===== src/rtl/uart_rx_ms.sv =====
// rtl/uart_rx_ms.sv - Parametrised UART receiver: 2-flop sync, 3-sample majority vote,
// configurable width/parity/stop bits, valid/ready output register with error flags.
module uart_rx_ms #(
    parameter int CLKS_PER_BIT = 434,
    parameter int DATA_BITS    = 8,
    parameter int PARITY       = 0,
    parameter int STOP_BITS    = 1
) (
    input  logic                 i_clk,
    input  logic                 i_rst,
    input  logic                 i_rx,
    output logic                 o_m_valid,
    input  logic                 i_m_ready,
    output logic [DATA_BITS-1:0] o_m_data,
    output logic                 o_frame_err,
    output logic                 o_parity_err,
    output logic                 o_overrun,
    output logic                 o_busy
);
    localparam int H  = CLKS_PER_BIT / 2;
    localparam int CW = $clog2(CLKS_PER_BIT);
    localparam int IW = $clog2(DATA_BITS);

    localparam logic [CW-1:0] C_LAST = CW'(CLKS_PER_BIT - 1);
    localparam logic [CW-1:0] C_S0   = CW'(H - 1);
    localparam logic [CW-1:0] C_S1   = CW'(H);
    localparam logic [CW-1:0] C_DEC  = CW'(H + 1);
    localparam logic [IW-1:0] I_LAST = IW'(DATA_BITS - 1);
    localparam logic          ODD    = (PARITY == 2);
    localparam logic          HAS_PAR = (PARITY != 0);
    localparam logic          ONE_STOP = (STOP_BITS == 1);

    typedef enum logic [2:0] {
        S_IDLE,
        S_START,
        S_DATA,
        S_PARITY,
        S_STOP,
        S_WAIT_HIGH
    } state_t;

    state_t r_state;
    state_t w_next;

    logic                 r_sync1;
    logic                 r_sync2;
    logic [CW-1:0]        r_cnt;
    logic [IW-1:0]        r_bit_idx;
    logic                 r_stop_idx;
    logic                 r_s0;
    logic                 r_s1;
    logic [DATA_BITS-1:0] r_shift;
    logic                 r_frame_err_p;
    logic                 r_parity_err_p;
    logic                 r_m_valid;
    logic [DATA_BITS-1:0] r_m_data;
    logic                 r_frame_err;
    logic                 r_parity_err;
    logic                 r_overrun;
    logic                 r_busy;

    logic w_rxs;
    logic w_slot_end;
    logic w_decide;
    logic w_bit;
    logic w_last_data;
    logic w_last_stop;
    logic w_complete;
    logic w_frame_err_now;
    logic w_par_expected;

    assign w_rxs           = r_sync2;
    assign w_slot_end      = (r_cnt == C_LAST);
    assign w_decide        = (r_cnt == C_DEC);
    // Third vote is taken live so the decision lands exactly at cnt = H+1.
    assign w_bit           = (r_s0 & r_s1) | (r_s0 & w_rxs) | (r_s1 & w_rxs);
    assign w_last_data     = (r_bit_idx == I_LAST);
    assign w_last_stop     = ONE_STOP | r_stop_idx;
    assign w_complete      = (r_state == S_STOP) && w_decide && w_last_stop;
    assign w_frame_err_now = r_frame_err_p | ~w_bit;
    assign w_par_expected  = (^r_shift) ^ ODD;

    always_ff @(posedge i_clk or posedge i_rst) begin
        if (i_rst) begin
            r_sync1 <= 1'b1;
            r_sync2 <= 1'b1;
        end else begin
            r_sync1 <= i_rx;
            r_sync2 <= r_sync1;
        end
    end

    always_ff @(posedge i_clk or posedge i_rst) begin
        if (i_rst) begin
            r_state <= S_IDLE;
        end else begin
            r_state <= w_next;
        end
    end

    always_comb begin
        w_next = r_state;
        case (r_state)
            S_IDLE: begin
                if (!w_rxs) w_next = S_START;
            end
            S_START: begin
                if (w_decide && w_bit) w_next = S_IDLE;
                else if (w_slot_end)   w_next = S_DATA;
            end
            S_DATA: begin
                if (w_slot_end && w_last_data) w_next = HAS_PAR ? S_PARITY : S_STOP;
            end
            S_PARITY: begin
                if (w_slot_end) w_next = S_STOP;
            end
            S_STOP: begin
                if (w_complete) w_next = w_frame_err_now ? S_WAIT_HIGH : S_IDLE;
            end
            S_WAIT_HIGH: begin
                if (w_rxs) w_next = S_IDLE;
            end
            default: w_next = S_IDLE;
        endcase
    end

    always_ff @(posedge i_clk or posedge i_rst) begin
        if (i_rst) begin
            r_cnt          <= '0;
            r_bit_idx      <= '0;
            r_stop_idx     <= 1'b0;
            r_s0           <= 1'b1;
            r_s1           <= 1'b1;
            r_shift        <= '0;
            r_frame_err_p  <= 1'b0;
            r_parity_err_p <= 1'b0;
        end else begin
            if (r_state == S_IDLE || w_slot_end) r_cnt <= '0;
            else                                 r_cnt <= r_cnt + CW'(1);

            if (r_cnt == C_S0) r_s0 <= w_rxs;
            if (r_cnt == C_S1) r_s1 <= w_rxs;

            case (r_state)
                S_IDLE: begin
                    r_bit_idx      <= '0;
                    r_stop_idx     <= 1'b0;
                    r_frame_err_p  <= 1'b0;
                    r_parity_err_p <= 1'b0;
                end
                S_DATA: begin
                    if (w_decide) r_shift[r_bit_idx] <= w_bit;
                    if (w_slot_end && !w_last_data) r_bit_idx <= r_bit_idx + IW'(1);
                end
                S_PARITY: begin
                    if (w_decide && (w_bit != w_par_expected)) r_parity_err_p <= 1'b1;
                end
                S_STOP: begin
                    if (w_decide && !w_bit) r_frame_err_p <= 1'b1;
                    if (w_slot_end)         r_stop_idx    <= 1'b1;
                end
                default: ;
            endcase
        end
    end

    // A completion may reload in the same cycle the held word is taken.
    always_ff @(posedge i_clk or posedge i_rst) begin
        if (i_rst) begin
            r_m_valid    <= 1'b0;
            r_m_data     <= '0;
            r_frame_err  <= 1'b0;
            r_parity_err <= 1'b0;
            r_overrun    <= 1'b0;
            r_busy       <= 1'b0;
        end else begin
            r_overrun <= 1'b0;
            r_busy    <= (r_state != S_IDLE) && (w_next != S_IDLE);
            if (w_complete) begin
                if (!r_m_valid || i_m_ready) begin
                    r_m_valid    <= 1'b1;
                    r_m_data     <= r_shift;
                    r_frame_err  <= w_frame_err_now;
                    r_parity_err <= HAS_PAR & r_parity_err_p;
                end else begin
                    r_overrun <= 1'b1;
                end
            end else if (r_m_valid && i_m_ready) begin
                r_m_valid <= 1'b0;
            end
        end
    end

    assign o_m_valid    = r_m_valid;
    assign o_m_data     = r_m_data;
    assign o_frame_err  = r_frame_err;
    assign o_parity_err = r_parity_err;
    assign o_overrun    = r_overrun;
    assign o_busy       = r_busy;

endmodule


===== config.mk =====
export PLATFORM = sky130hd
export DESIGN_NAME = uart_rx_ms
export DESIGN_NICKNAME = d
export VERILOG_FILES = /design/src/rtl/uart_rx_ms.sv
export SDC_FILE = /design/constraint.sdc
export NUM_CORES = 1
export LEC_CHECK = 0
export ABC_AREA = 1
export CORE_MARGIN = 3
export CORE_UTILIZATION = 57
export DETAILED_ROUTE_END_ITERATION = 10
export PLACE_DENSITY_LB_ADDON = 0.08
export SLEW_MARGIN = 20
export SYNTH_ARGS = -nofsm -noshare
export SYNTH_HDL_FRONTEND = slang
export SYNTH_SLANG_ARGS = --single-unit
export TNS_END_PERCENT = 10

===== constraint.sdc =====
create_clock -name i_clk -period 2.05 [get_ports i_clk]
set_input_delay 0.41 -clock i_clk [delete_from_list [all_inputs] [get_ports i_clk]]
set_output_delay 0.41 -clock i_clk [all_outputs]
set_load 0.02 [all_outputs]

==> impl_metrics.yaml <==
run_status:
  outcome: "completed"
synthesis:
  netlist_area_um2: 2010
  synthAdderAreaFrac: 0.0374
  synthCells: 225
  yosys_warnings: 0
  ys_seq_area_frac: 0.501
  synth-compound-area-share: 0.0604
  synth_top_family_by_area: "simple AND/OR/NAND/NOR gates"
  yosys.area_share.xor_xnor: 0
  synth.area.mux_share: 0.0598
  syn_nets: 235
  postSynthAreaPerCell_um2: 8.93
  ys_ff_latch: 40
  synthSimpleGateAreaFrac: 0.276
  synth_cell_types: 26
timing:
  fin_crit_sh: 0.868
  finalHoldViolCount: 0
  rsz0062_at_grt: "no"
  skew_ns: 0.0192
  maxSlewViolCount: 0
  clock.fmax_ghz: 0.562
  fin_crit_ns: 1.78
  timing.setup.tns_ns: 0
  setup_viol: 0
critical_path:
  crit_slowest_cell: "clkdlybuf4s50_1"
  worstPathRequired_ns: 1.64
  worst_ep_arrival_time_ns: 1.37
  end_kind: "output port"
  critPathBufInv: 1
  crit_type: "flip-flop to output port"
  crit_family: "buffers and inverters"
  critPathMaxFanout: 2
  path_cells: "clkdlybuf4s50_1"
  max_stage_delay_ns: 0.62
  rrSetupSlack_ns: 0.41
  start_kind: "flip-flop"
grt:
  antenna_found_initial: 0
  grtUsageMet2: 0.305
  grt_pass1_wl_mm: 6.30
  grt_max_degree: 41
  grt.total_usage: 0.191
  grt_remaining_overflow: 0
  busiest_layer: "met2"
  grt_pass1_vias: 1407
  use_met3: 0.0513
  grtUsageMet1: 0.264
power:
  leakage_uw: 0.00117
  vdd_drop_max_mv: 0.663
  powerDensity_nw_per_um2: 596
clock_tree:
  cts_max_path_buffers: 2
  h-tree-depth: 2
  cts_buffers: 5
  cts-resized-gates: 0
  clk_latency_ns: 0.36
  clock-sinks: 40
  cts-root-buf: "clkbuf_4"
  clkTransAtPathRegs_ns: 0.13
  cts_tree: "yes"
  post-cts-setup-buffer-count: 0
  hold_buffers: 0
flow_run:
  drv_cap: 0
route:
  drtIter0Drc: 89
  routed_via_density: 5.12
  post_drt_wl_per_cell_um: 12.2
  num_vias: 1500
  route.detailed.drc: 0
  routed_wl_mm: 3.56
  drtPass1Iterations: 4
  ant_nets: 0
floorplanning:
  die_h_um: 65.4
  start_util: 0.627
  ios: 17
  die_area_um2: 4270
  rows: 20
  coreArea_um2: 3200
  dieWidth_um: 65.4
final_layout:
  diodes: 0
  fillers: 263
  nNetsFinal: 258
  final_cells: 293
  area_growth_pct: 15.1
  drive_gt1_frac: 0.137
worst_hold_path:
  hold_path_class: "flip-flop to flip-flop"
place:
  place_congestion: 0.899
  dpl.hpwl_mm: 2.68
  numPortBuffers: 15
  dpl.cell_count: 285
-- sequential cells by signal (all words and copies together) (netlist names), 3 cells and up --
name       count
o_m_data       8
r_bit_idx      3
r_cnt          9
r_shift        8
r_state        3
-- stage by stage --
stage	hold WS (ns)	total power [uW]	area, um^2	utilization	worst slack, ns
after floorplan	0.345	825	2010	-	0.509
after global placement	0.345	835	2220	0.693	0.415
after detailed placement	0.347	835	2220	0.693	0.392
after CTS	0.363	1390	2310	0.721	0.272
after global routing	0.365	1420	2310	0.721	0.216
final	0.363	1380	2310	0.721	0.271
-- final cells by class --
cell class / instances / area [um^2] / share of cell area
Clock buffer: 6 / 51.3 / 0.0222
Multi-Input combinational cell: 152 / 875 / 0.378
Timing Repair Buffer: 17 / 165 / 0.0715
Clock inverter: 2 / 38.8 / 0.0168
Inverter: 32 / 120 / 0.0520
Tap cell: 44 / 55.1 / 0.0238
Sequential cell: 40 / 1010 / 0.435
-- cell usage in the layout (no fill, tap or decap) --
cell type        synthesis  final
nand2_1                 51     51
dfrtp_1                 36     36
inv_1                   31     31
nor2_1                  24     24
nand3_1                 15     15
clkdlybuf4s50_1          0     15
o21ai_0                  9      9
mux2_4                   8      8
o21ai_1                  8      8
nor3_1                   7      7
a21oi_1                  6      6
ha_1                     6      6
clkbuf_4                 0      5
dfstp_2                  4      4
nor2_4                   3      3
nand4_1                  3      3
nand2_2                  2      2
nor3b_1                  2      2
buf_4                    1      2
nor2_2                   1      1
nand3_4                  1      1
inv_2                    1      1
nand2_4                  1      1
nor2_8                   1      1
nand2_8                  1      1
and3_2                   1      1
a31oi_1                  1      1
conb_1                   1      1
bufinv_16                0      1
clkinv_4                 0      1
clkbuf_8                 0      1
-- synth_stat cells --
cell type	count	share of area
a21oi_1	6	0.015
a31oi_1	1	0.0031
and3_2	1	0.0037
buf_4	1	0.0037
conb_1	1	0.0019
dfrtp_1	36	0.45
dfstp_2	4	0.052
ha_1	6	0.037
inv_1	31	0.058
inv_2	1	0.0019
mux2_4	8	0.060
nand2_1	51	0.095
nand2_2	2	0.0062
nand2_4	1	0.0056
nand2_8	1	0.010
nand3_1	15	0.037
nand3_4	1	0.0087
nand4_1	3	0.0093
nor2_1	24	0.045
nor2_2	1	0.0031
nor2_4	3	0.017
nor2_8	1	0.010
nor3_1	7	0.017
nor3b_1	2	0.0075
o21ai_0	9	0.022
o21ai_1	8	0.020
-- where the power goes --
group / switching (uW) / internal (uW) / total [uW]
Sequential: 0.926 / 793 / 794
Clock: 265 / 292 / 558
Combinational: 18.2 / 6.84 / 25.0
-- layer usage --
metal,share of wire,vias up
li1,-,770
met5,0,-
met4,0.0059,0
met3,0.047,2
met2,0.45,34
met1,0.49,694
-- logic make-up (layout without fill, tap and decap cells) --
family / Yosys count / in the layout
AO/OA/AOI/OAI: 24 / 24
adder cells (fa/ha/maj): 6 / 6
buffers and inverters: 33 / 57
flip-flops: 40 / 40
multiplexers: 8 / 8
other: 1 / 1
AND/OR/NAND/NOR: 113 / 113
-- final timing paths --
kind,end,cells after the start,startpoint
max reg2reg,o_m_data[1]$_DFFE_PP0P_,8,r_cnt[0]$_DFF_PP0_
min in group asynchronous,r_cnt[5]$_DFF_PP0_,3,i_rst
min,r_sync2$_DFF_PP1_,0,r_sync1$_DFF_PP1_
min reg2reg,r_sync2$_DFF_PP1_,0,r_sync1$_DFF_PP1_
max,o_m_data[2],1,o_m_data[2]$_DFFE_PP0P_
max in group asynchronous,r_s0$_DFFE_PP1N_,3,i_rst
No activity file was read; power rests on OpenSTA's default activity.
